$ cat src/rtl/simd_mac_sat_pipe_if.sv
// Operand/result handshake bundle for simd_mac_sat_pipe.
// sat_flag is present only when MAC_SAT_FLAG_EN is defined.
interface simd_mac_sat_pipe_if #(
  parameter int unsigned LANES      = 4,
  parameter int unsigned LANE_WIDTH = 32
);
  localparam int unsigned REG_WIDTH = LANES * LANE_WIDTH;

  logic                 in_valid;
  logic                 in_ready;
  logic [2:0]           ctrl;
  logic [REG_WIDTH-1:0] reg_rs1;
  logic [REG_WIDTH-1:0] reg_rs2;
  logic [REG_WIDTH-1:0] reg_rs3;
  logic                 out_valid;
  logic                 out_ready;
  logic [REG_WIDTH-1:0] reg_rd;
`ifdef MAC_SAT_FLAG_EN
  logic [LANES-1:0]     sat_flag;

  modport master (
    output in_valid, ctrl, reg_rs1, reg_rs2, reg_rs3, out_ready,
    input  in_ready, out_valid, reg_rd, sat_flag
  );
  modport slave (
    input  in_valid, ctrl, reg_rs1, reg_rs2, reg_rs3, out_ready,
    output in_ready, out_valid, reg_rd, sat_flag
  );
`else
  modport master (
    output in_valid, ctrl, reg_rs1, reg_rs2, reg_rs3, out_ready,
    input  in_ready, out_valid, reg_rd
  );
  modport slave (
    input  in_valid, ctrl, reg_rs1, reg_rs2, reg_rs3, out_ready,
    output in_ready, out_valid, reg_rd
  );
`endif
endinterface

$ cat src/rtl/simd_mac_sat_pipe.sv
// 3-stage SIMD halfword multiply-accumulate with per-lane saturation and valid/ready flow.
// Optional per-lane saturation flags are enabled by defining MAC_SAT_FLAG_EN.
module simd_mac_sat_pipe #(
  parameter int unsigned LANES      = 4,
  parameter int unsigned LANE_WIDTH = 32
) (
  input logic                clk,
  input logic                rst,
  simd_mac_sat_pipe_if.slave bus_io
);
  localparam int unsigned LW        = LANE_WIDTH;
  localparam int unsigned HW        = LANE_WIDTH / 2;
  localparam int unsigned REG_WIDTH = LANES * LANE_WIDTH;

  logic                  s1_v_q, s2_v_q, s3_v_q;
  logic [1:0]            s1_ctrl_q, s2_ctrl_q;  // {unsigned, sub}
  logic [LANES*HW-1:0]   s1_a_q, s1_b_q, s1_a_d, s1_b_d;
  logic [REG_WIDTH-1:0]  s1_acc_q, s2_acc_q;
  logic [REG_WIDTH-1:0]  s2_prod_q, s2_prod_d;
  logic [REG_WIDTH-1:0]  rd_q, rd_d;
  logic                  s3_free, s2_adv, s2_free, s1_adv, s1_free, accept;
`ifdef MAC_SAT_FLAG_EN
  logic [LANES-1:0]      flag_q, flag_d;
`endif

  function automatic logic [LW-1:0] ext(input logic [HW-1:0] v, input logic uns);
    return {{HW{v[HW-1] & ~uns}}, v};
  endfunction

  // Two guard bits hold any product +/- accumulator without wrap in either mode.
  function automatic logic [LW+1:0] lane_sum(input logic [LW-1:0] prod,
                                             input logic [LW-1:0] acc,
                                             input logic [1:0]    c);
    logic [LW+1:0] p;
    logic [LW+1:0] a;
    p = {{2{prod[LW-1] & ~c[1]}}, prod};
    a = {{2{acc[LW-1] & ~c[1]}}, acc};
    return c[0] ? p - a : p + a;
  endfunction

  function automatic logic [LW-1:0] clamp(input logic [LW+1:0] s, input logic uns);
    if (uns) begin
      if (s[LW+1]) return '0;
      if (s[LW]) return '1;
      return s[LW-1:0];
    end
    if (s[LW+1:LW-1] == 3'b000 || s[LW+1:LW-1] == 3'b111) return s[LW-1:0];
    return s[LW+1] ? {1'b1, {(LW-1){1'b0}}} : {1'b0, {(LW-1){1'b1}}};
  endfunction

`ifdef MAC_SAT_FLAG_EN
  function automatic logic clamped(input logic [LW+1:0] s, input logic uns);
    if (uns) return s[LW+1] | s[LW];
    return ~(s[LW+1:LW-1] == 3'b000 || s[LW+1:LW-1] == 3'b111);
  endfunction
`endif

  assign s3_free         = ~s3_v_q | bus_io.out_ready;
  assign s2_adv          = s2_v_q & s3_free;
  assign s2_free         = ~s2_v_q | s2_adv;
  assign s1_adv          = s1_v_q & s2_free;
  assign s1_free         = ~s1_v_q | s1_adv;
  assign bus_io.in_ready = ~rst & s1_free;
  assign accept          = bus_io.in_valid & bus_io.in_ready;

  assign bus_io.out_valid = s3_v_q;
  assign bus_io.reg_rd    = rd_q;
`ifdef MAC_SAT_FLAG_EN
  assign bus_io.sat_flag  = flag_q;
`endif

  always_comb begin
    s1_a_d    = '0;
    s1_b_d    = '0;
    s2_prod_d = '0;
    rd_d      = '0;
    for (int g = 0; g < LANES; g++) begin
      if (bus_io.ctrl[0]) begin
        s1_a_d[g*HW +: HW] = bus_io.reg_rs2[g*LW + HW +: HW];
        s1_b_d[g*HW +: HW] = bus_io.reg_rs3[g*LW + HW +: HW];
      end else begin
        s1_a_d[g*HW +: HW] = bus_io.reg_rs2[g*LW +: HW];
        s1_b_d[g*HW +: HW] = bus_io.reg_rs3[g*LW +: HW];
      end
      s2_prod_d[g*LW +: LW] = ext(s1_a_q[g*HW +: HW], s1_ctrl_q[1]) *
                              ext(s1_b_q[g*HW +: HW], s1_ctrl_q[1]);
      rd_d[g*LW +: LW] = clamp(lane_sum(s2_prod_q[g*LW +: LW], s2_acc_q[g*LW +: LW],
                                        s2_ctrl_q), s2_ctrl_q[1]);
    end
  end

`ifdef MAC_SAT_FLAG_EN
  always_comb begin
    flag_d = '0;
    for (int g = 0; g < LANES; g++) begin
      flag_d[g] = clamped(lane_sum(s2_prod_q[g*LW +: LW], s2_acc_q[g*LW +: LW], s2_ctrl_q),
                          s2_ctrl_q[1]);
    end
  end
`endif

  always_ff @(posedge clk) begin
    if (rst) begin
      s1_v_q    <= 1'b0;
      s2_v_q    <= 1'b0;
      s3_v_q    <= 1'b0;
      s1_ctrl_q <= '0;
      s2_ctrl_q <= '0;
      s1_a_q    <= '0;
      s1_b_q    <= '0;
      s1_acc_q  <= '0;
      s2_acc_q  <= '0;
      s2_prod_q <= '0;
      rd_q      <= '0;
`ifdef MAC_SAT_FLAG_EN
      flag_q    <= '0;
`endif
    end else begin
      if (accept) begin
        s1_v_q    <= 1'b1;
        s1_ctrl_q <= bus_io.ctrl[2:1];
        s1_a_q    <= s1_a_d;
        s1_b_q    <= s1_b_d;
        s1_acc_q  <= bus_io.reg_rs1;
      end else if (s1_adv) begin
        s1_v_q <= 1'b0;
      end
      if (s1_adv) begin
        s2_v_q    <= 1'b1;
        s2_ctrl_q <= s1_ctrl_q;
        s2_prod_q <= s2_prod_d;
        s2_acc_q  <= s1_acc_q;
      end else if (s2_adv) begin
        s2_v_q <= 1'b0;
      end
      if (s2_adv) begin
        s3_v_q <= 1'b1;
        rd_q   <= rd_d;
`ifdef MAC_SAT_FLAG_EN
        flag_q <= flag_d;
`endif
      end else if (bus_io.out_ready) begin
        s3_v_q <= 1'b0;
      end
    end
  end
endmodule

$ cat src/flat_wrapper.sv
// flat-port wrapper written by rule: the top's interface ports become plain ports
module simd_mac_sat_pipe_flat 
#(
  parameter int unsigned LANES      = 4,
  parameter int unsigned LANE_WIDTH = 32
)
  (clk, rst, bus_io_in_valid, bus_io_ctrl, bus_io_reg_rs1, bus_io_reg_rs2, bus_io_reg_rs3, bus_io_out_ready, bus_io_in_ready, bus_io_out_valid, bus_io_reg_rd);
  simd_mac_sat_pipe_if #(.LANES(LANES), .LANE_WIDTH(LANE_WIDTH)) bus_io_i ();
  input logic clk;
  input logic rst;
  input wire logic [$bits(bus_io_i.in_valid)-1:0] bus_io_in_valid;
  input wire logic [$bits(bus_io_i.ctrl)-1:0] bus_io_ctrl;
  input wire logic [$bits(bus_io_i.reg_rs1)-1:0] bus_io_reg_rs1;
  input wire logic [$bits(bus_io_i.reg_rs2)-1:0] bus_io_reg_rs2;
  input wire logic [$bits(bus_io_i.reg_rs3)-1:0] bus_io_reg_rs3;
  input wire logic [$bits(bus_io_i.out_ready)-1:0] bus_io_out_ready;
  output wire logic [$bits(bus_io_i.in_ready)-1:0] bus_io_in_ready;
  output wire logic [$bits(bus_io_i.out_valid)-1:0] bus_io_out_valid;
  output wire logic [$bits(bus_io_i.reg_rd)-1:0] bus_io_reg_rd;
  assign bus_io_i.in_valid = bus_io_in_valid;
  assign bus_io_i.ctrl = bus_io_ctrl;
  assign bus_io_i.reg_rs1 = bus_io_reg_rs1;
  assign bus_io_i.reg_rs2 = bus_io_reg_rs2;
  assign bus_io_i.reg_rs3 = bus_io_reg_rs3;
  assign bus_io_i.out_ready = bus_io_out_ready;
  assign bus_io_in_ready = bus_io_i.in_ready;
  assign bus_io_out_valid = bus_io_i.out_valid;
  assign bus_io_reg_rd = bus_io_i.reg_rd;
  simd_mac_sat_pipe #(.LANES(LANES), .LANE_WIDTH(LANE_WIDTH)) u_core (.clk(clk), .rst(rst), .bus_io(bus_io_i));
endmodule
$ cat config.mk
export PLATFORM = sky130hd
export DESIGN_NAME = simd_mac_sat_pipe_flat
export DESIGN_NICKNAME = d
export VERILOG_FILES = /design/src/rtl/simd_mac_sat_pipe_if.sv /design/src/rtl/simd_mac_sat_pipe.sv /design/src/flat_wrapper.sv
export SDC_FILE = /design/constraint.sdc
export NUM_CORES = 2
export LEC_CHECK = 0
export ABC_AREA = 1
export CORE_MARGIN = 3
export CORE_UTILIZATION = 56
export DETAILED_ROUTE_END_ITERATION = 8
export PLACE_DENSITY = 0.75
export SETUP_SLACK_MARGIN = 0.5
export SLEW_MARGIN = 20
export SYNTH_ARGS = -nofsm -noshare
export SYNTH_HDL_FRONTEND = slang
export SYNTH_SLANG_ARGS = --single-unit
$ cat constraint.sdc
create_clock -name clk -period 6.8 [get_ports clk]
set_input_delay 2.04 -clock clk [delete_from_list [all_inputs] [get_ports clk]]
set_output_delay 2.04 -clock clk [all_outputs]
set_load 0.01 [all_outputs]
### Word-level counts from Yosys, hierarchy flattened

Index checks and enable logic that the tools add are counted.

* bitwise logic cells: 29
* multipliers: 4
* multiplexer cells: 83
* add/subtract/negate cells: 8
* reductions and logical operators: 11
* eq/ne operators: 4

Operators with widths (number)
* 32-bit two-way mux: 36
* 33-bit by 33-bit adder with 34-bit output: 4
* 34-bit two-way mux: 4
* 33-bit by 33-bit subtractor with 34-bit output: 4
* 17-bit by 17-bit multiplier with 32-bit output: 4
* 16-bit two-way mux: 8
* 1-bit two-way mux: 35
* 1-bit bitwise AND: 20
* 3-bit equality test (second input constant): 4
* 3-bit zero test: 4
* 1-bit NOT: 6
* 2-bit nonzero test: 3
* 1-bit logical OR: 4
* 1-bit bitwise OR: 3

* logic and storage cells: 150
* output and inout bits: 130
* bits in registers: 647

### Longest topological paths before layout

* depth in word-level cells: 14
* depth in mapped cells: 31
* depth with buffers taken out: 30

### Worst setup path before layout

OpenSTA, ideal clock, no wires.

* kind: flip-flop to flip-flop
* from: register u_core.s1_ctrl_q[1]
* to: register u_core.s2_prod_q[92]
* library setup time: 0.058 ns
* arrival time: 5.735 ns
* slack: 1.007 ns
* data required time: 6.742 ns
* path buffers: 2
* period minus slack after synthesis: 5.793 ns
* stages on the path, launching flop included: 20
* cells stage by stage: dfxtp_1 clkbuf_1 buf_1 nor2_1 fa_1 inv_1 fa_1 inv_1 fa_1 fa_1 fa_1 fa_1 ha_1 nand2_1 nor4_1 nand2_1 a31o_2 nand3_1 o211ai_1 inv_1

* longest elaborated chain between the ends: 3

Ends and longest elaborated chain
* start, declared: line simd_mac_sat_pipe.sv:16 `logic [1:0] s1_ctrl_q, s2_ctrl_q;`
* start signal, assigned: line simd_mac_sat_pipe.sv:121 `s1_ctrl_q <= bus_io.ctrl[2:1];`
* 1-bit NOT (*): line simd_mac_sat_pipe.sv:27 `return {{HW{v[HW-1] & ~uns}}, v};`
* 1-bit bitwise AND: line simd_mac_sat_pipe.sv:27
* 17-bit by 17-bit multiplier with 32-bit output (*): line simd_mac_sat_pipe.sv:85 `s2_prod_d[g*LW +: LW] = ext(s1_a_q[g*HW +: HW], s1_ctrl_q[1]) *`
* end signal, assigned: line simd_mac_sat_pipe.sv:131 `s2_prod_q <= s2_prod_d;`
* end, declared: line simd_mac_sat_pipe.sv:19 `logic [REG_WIDTH-1:0] s2_prod_q, s2_prod_d;`

Every way passes the cells marked *; elsewhere a longest branch is shown, timed or not.
A chain may end at the register's enable or synchronous reset.

### Worst setup path in the final report

* from: register u_core.s1_ctrl_q[1]
* to: register u_core.s2_prod_q[29]

The elaborated chain is that of the path after synthesis.

==> impl.org <==
** Yosys
- Number of enable flip-flop cells after synthesis :: 0
- Of the synthesized area, sequential elements account for between 10% and 20%.
- Post-synthesis share of cell area spent on full adders, half adders and majority gates :: 34.5%
- Mux contribution to synthesized area :: 1.27%
- Compound-Gate Fraction of Synth Area :: 10.0%
- Synthesis produced a netlist with a net count of 13600.
- After Yosys synthesis, and, or, nand and nor cells account for 21.0% of the synthesized area.
- Flops & latches, synth :: 647
- Counting every instance in the synthesized netlist gives 11600.
- Netlist area before placement :: 82600 µm²
- Syn Area/Cell :: 7.14 µm²
- Yosys printed 0 warnings.
- The netlist uses 57 different library cells.
- The synthesized netlist devotes 3.31% of its cell area to XOR and XNOR gates.
- Flip-flop cell with the highest count after synthesis :: sky130_fd_sc_hd__dfxtp_1
- By area, the combinational part of the netlist is dominated by adder cells.
- Async set or reset register ratio after synthesis :: 0%

** Status
- Result of the run :: completed

** Clocking
- Clock Tree Root :: sky130_fd_sc_hd__clkbuf_16
- CTS Buf Count :: between 70 and 80
- CTS hold repair buffers :: 0
- TritonCTS built the clock tree.
- Clock sink count :: 647
- H-Tree Depth :: 3
- Clock edge transition at the registers on the reported setup and hold paths :: 0.06 ns
- No sink is reached through more buffers than the 3 on the longest clock path.
- Clock insertion delay at the later pin of the skew report :: 0.72 ns

** Global route
- Global routing consumed, over all layers together, 34.5% of the routing resources.
- Met2 Resource Use GR :: 58.9%
- Via count of the first global-routing pass :: 75900
- First-pass GRT wire length :: roughly 410000 µm
- Global routing finished with a remaining overflow of 0.
- Antenna violations before repair :: 9
- Global-route track usage on met1 :: about 43%
- Most used routing layer in global routing :: met2
- For this run, global-route usage on met3 was measured as 4.56%.
- Pin count of the biggest net entering global routing :: between 150 and 200

** Pwr
- The share of total power dissipated in the clock network is 26.8%.
- Total net switching power :: 7150 µW
- Combinational cell fraction of total power :: 45.8%
- The internal portion of the total power is 9310 µW.
- IR analysis of the VDD net gives a maximum drop of 0.000214 V.
- Lkg Pwr :: 0.0501 µW
- Relative contribution of sequential cells to total power :: 27.4%
- In this run the power density over the cells is roughly 180 nW/µm².
- Net switching is 43.5% of the power.

** Timing
- Worst rel slew slack :: 25.8%
- In the finished design, the share of the clock period the worst path needs comes to 91.1%.
- Crit path setup slack, layout :: 0.604 ns
- The worst path in the final design needs a cycle of 6.20 ns, including I/O delays and setup.
- Setup repair after global routing could not meet its margin everywhere.
- For the pin with the worst max-slew slack, the measured transition is 1.11 ns.
- Highest attainable clock frequency :: 161 MHz
- Setup violations remaining at the end of the flow were counted as 0.
- Fin Setup TNS :: 0 ns
- Hold Vio Cnt, Final :: 0
- On the final layout, the worst clock skew is between 0.04 and 0.05 ns.
- Final hold slack :: ~0.45 ns
- Final slew viol count :: 0

** Floorplan
- The floorplan has 140 rows.
- roughly 520 I/O pins were placed.
- The floorplan step set the die height to 390 µm.
- Die width :: 390 µm
- The floorplan step defined a die boundary enclosing 152000 µm².
- The initial utilization of the core area, before any placement, comes to 56.6%.
- Placeable core region :: 146000 µm²

** Setup path
- R2r startpoint :: u_core.s1_ctrl_q[1]
- Capture instance of the worst register-to-register path :: u_core.s2_prod_q[29]
- Setup crit end kind :: flip-flop
- Register-to-register setup slack :: a little over 0.6 ns
- Delay contributed by the slowest stage of the critical path :: 0.68 ns
- Critical-path cell list :: buf_12 -> nor2_4 -> fa_1 -> inv_1 -> fa_2 -> inv_1 -> fa_1 -> fa_1 -> fa_1 -> fa_1 -> ha_1 -> a21oi_1 -> o21ai_0 -> a211oi_1 -> o211ai_1 -> and2_1 -> o21ai_0 -> o211ai_1 -> inv_1
- Critical path type :: flip-flop to flip-flop
- CP Data Arrival Time :: 6.82 ns
- CP startpoint :: u_core.s1_ctrl_q[1]
- Req. time, crit path :: between 7 and 8 ns
- Worst setup path endpoint :: u_core.s2_prod_q[29]
- The cell that appears most often on the critical path is sky130_fd_sc_hd__fa_1.
- Depth of the worst register-to-register path :: 19
- Master of the slowest instance on the critical path :: sky130_fd_sc_hd__fa_2
- In this run the worst path has a maximum fanout of 11.
- The worst setup path is launched from a flip-flop.

** Drt
- Residual antenna-violating net count after detailed routing :: 0
- After detailed routing, the average wire length per cell comes to about 19 µm.
- In the routed design, unresolved DRC markers number 0.
- After detailed routing, the number of vias per cell comes to 5.42.
- Via count :: 74500
- Wires add up to 261000 µm.
- Count of TritonRoute iterations in the first routing pass :: 6
- DRC marker count from the first detailed-route iteration :: 5633

** Placed design
- Routability congestion estimate :: 0.982
- After detailed placement, the design holds a cell count of 13600.
- Detailed placement ended at an HPWL of approximately 210000 µm.
- Pre-CTS worst setup slack :: around 0.3 ns
- Input and output buffers added on the ports amount to 520.

** Cells and area
- Post-Layout Cell Count :: 13800
- The area growth from synthesis to layout is 11.7%.
- Of the cells placed in the final design, the portion with a size suffix greater than 1 is under 10%.
- Net count, final :: 13800

** Run
- Maximum Capacitance Violations :: 0

** Hold path
- Path class of the lowest-slack min-delay path :: flip-flop to flip-flop
-- layout by cell type (no fill, tap or decap), types with 19 or more instances in the layout --
cell type,synthesis,final
sky130_fd_sc_hd__ha_1,464,457
sky130_fd_sc_hd__inv_1,2503,2499
sky130_fd_sc_hd__clkbuf_16,0,79
sky130_fd_sc_hd__xor2_1,184,184
sky130_fd_sc_hd__dfxtp_1,647,581
sky130_fd_sc_hd__nor2_1,995,986
sky130_fd_sc_hd__nand3b_1,29,29
sky130_fd_sc_hd__inv_2,32,32
sky130_fd_sc_hd__buf_4,16,144
sky130_fd_sc_hd__a31oi_1,20,19
sky130_fd_sc_hd__o21bai_1,28,28
sky130_fd_sc_hd__mux2i_1,105,105
sky130_fd_sc_hd__a21o_1,22,22
sky130_fd_sc_hd__fa_1,1132,1126
sky130_fd_sc_hd__nand4_1,61,61
sky130_fd_sc_hd__xnor2_1,128,128
sky130_fd_sc_hd__nor3_1,55,51
sky130_fd_sc_hd__nor2_2,66,73
sky130_fd_sc_hd__nand2_1,2544,2541
sky130_fd_sc_hd__nand2_2,46,47
sky130_fd_sc_hd__o211ai_1,24,24
sky130_fd_sc_hd__nand3_1,359,357
sky130_fd_sc_hd__a21oi_1,678,676
sky130_fd_sc_hd__o21ai_0,749,744
sky130_fd_sc_hd__dfxtp_2,0,60
sky130_fd_sc_hd__clkdlybuf4s50_1,0,518
-- kinds of logic (layout without fill, tap and decap cells) --
group / count (synthesis) / count (layout)
xor+xnor: 312 / 312
simple gates: 4237 / 4237
compound gates: 1581 / 1581
mux: 105 / 105
other cells: 0 / 8
buf+inv: 3095 / 3351
flops: 647 / 647
fa+ha+maj: 1596 / 1596
-- layout make-up --
class                   count  area (µm²)
clock buffers             103        2170
clock inverters            34         489
repair buffers            676        6540
well taps                1917        2400
flip-flops and latches    647       13100
inverters                2538        9550
diodes                      8        20.0
fillers                 13200       53800
multi-input cells        7831       58000
-- per-stage QoR --
stage / power, µW / utilization (%) / area, µm²
global placement: 11800 / 61.1 / 89200
detailed placement: 12000 / 61.1 / 89200
finish: 16500 / 63.2 / 92300
global route: 17600 / 63.1 / 92300
floorplan: 9620 / - / 82600
CTS: 16400 / 62.9 / 92000
-- power by group through the flow --
stage	Clock (µW)	Sequential (µW)	Combinational, µW
after CTS	4460	4480	7470
after floorplan	0	4280	5330
after detailed placement	0	4560	7420
after global routing	4600	4520	8490
after global placement	0	4550	7280
final	4400	4510	7550
-- cell usage after synthesis, types with 3 or more instances --
library cell	count	area, µm²
sky130_fd_sc_hd__o21ai_0	749	3750
sky130_fd_sc_hd__nand2_1	2544	9550
sky130_fd_sc_hd__buf_4	16	120
sky130_fd_sc_hd__clkinv_1	3	11.3
sky130_fd_sc_hd__a211oi_1	9	67.6
sky130_fd_sc_hd__o21a_1	6	45.0
sky130_fd_sc_hd__o31ai_1	10	75.1
sky130_fd_sc_hd__nand3_2	7	70.1
sky130_fd_sc_hd__a31o_2	12	105
sky130_fd_sc_hd__nand4_1	61	382
sky130_fd_sc_hd__fa_1	1132	22700
sky130_fd_sc_hd__nor4_1	14	87.6
sky130_fd_sc_hd__a31oi_1	20	125
sky130_fd_sc_hd__nand2_4	11	124
sky130_fd_sc_hd__xnor2_1	128	1120
sky130_fd_sc_hd__clkbuf_1	488	1830
sky130_fd_sc_hd__or2_1	3	18.8
sky130_fd_sc_hd__a21o_1	22	165
sky130_fd_sc_hd__buf_6	13	146
sky130_fd_sc_hd__nand3b_1	29	218
sky130_fd_sc_hd__buf_1	24	90.1
sky130_fd_sc_hd__inv_1	2503	9400
sky130_fd_sc_hd__inv_2	32	120
sky130_fd_sc_hd__o211ai_1	24	180
sky130_fd_sc_hd__nand3_1	359	1800
sky130_fd_sc_hd__dfxtp_1	647	13000
sky130_fd_sc_hd__nor2_2	66	413
sky130_fd_sc_hd__mux2i_1	105	1050
sky130_fd_sc_hd__and2_1	15	93.8
sky130_fd_sc_hd__nand3_4	3	52.6
sky130_fd_sc_hd__xor2_1	184	1610
sky130_fd_sc_hd__a21oi_1	678	3390
sky130_fd_sc_hd__nor3_2	8	80.1
sky130_fd_sc_hd__nor3_1	55	275
sky130_fd_sc_hd__buf_2	16	80.1
sky130_fd_sc_hd__nor2_1	995	3730
sky130_fd_sc_hd__nand2_2	46	288
sky130_fd_sc_hd__ha_1	464	5810
sky130_fd_sc_hd__o21bai_1	28	210
sky130_fd_sc_hd__or2_2	13	81.3
sky130_fd_sc_hd__and3_1	3	18.8
sky130_fd_sc_hd__o21ai_1	9	45.0
-- worst min path at each step --
stage	depth (start not counted)	start	slack (ns)	to
after global routing	2	u_core.s1_acc_q[44]	0.48	u_core.s1_acc_q[44]
after global placement	2	u_core.s1_acc_q[41]	0.44	u_core.s2_acc_q[41]
after CTS	2	u_core.s1_acc_q[41]	0.45	u_core.s2_acc_q[41]
after floorplan	2	u_core.s1_acc_q[101]	0.43	u_core.s1_acc_q[101]
final	2	u_core.s1_acc_q[51]	0.45	u_core.s2_acc_q[51]
after detailed placement	2	u_core.s1_acc_q[41]	0.45	u_core.s2_acc_q[41]
-- flip-flops by register name, indices dropped and copies added (netlist names) --
name                     cells
u_core.s1_ctrl_q             2
u_core.s1_acc_q            128
u_core.s2_prod_q           128
u_core.s1_v_q                1
u_core.s2_ctrl_q             2
u_core.s1_b_q               64
u_core.s2_acc_q            128
u_core.bus_io.out_valid      1
u_core.s2_v_q                1
u_core.s1_a_q               64
u_core.bus_io.reg_rd       128
-- routing by layer --
metal  up-vias  wire, µm
met5         -         0
met4         0     14700
met3       680     17200
met2      2731    125000
met1     35900    104000
li1      35200         -
-- critical path, delay by kind of cell, from the launching register on --
family | cells | cell delay, ns
DFF | 1 | 0.49
adders and majority gates | 7 | 3.65
AOI/OAI and AO/OA | 6 | 1.15
and+or+nand+nor | 2 | 0.24
buffers and inverters | 4 | 0.56
-- timing repair --
action | CTS | global route
gates resized for setup | 17 | 103
endpoints found under the setup margin | 15 | 48
pin swaps | 1 | 2
cloned | 1 | 1
setup buffers | 0 | 4
Note: power is estimated with default switching activity, not from simulation.
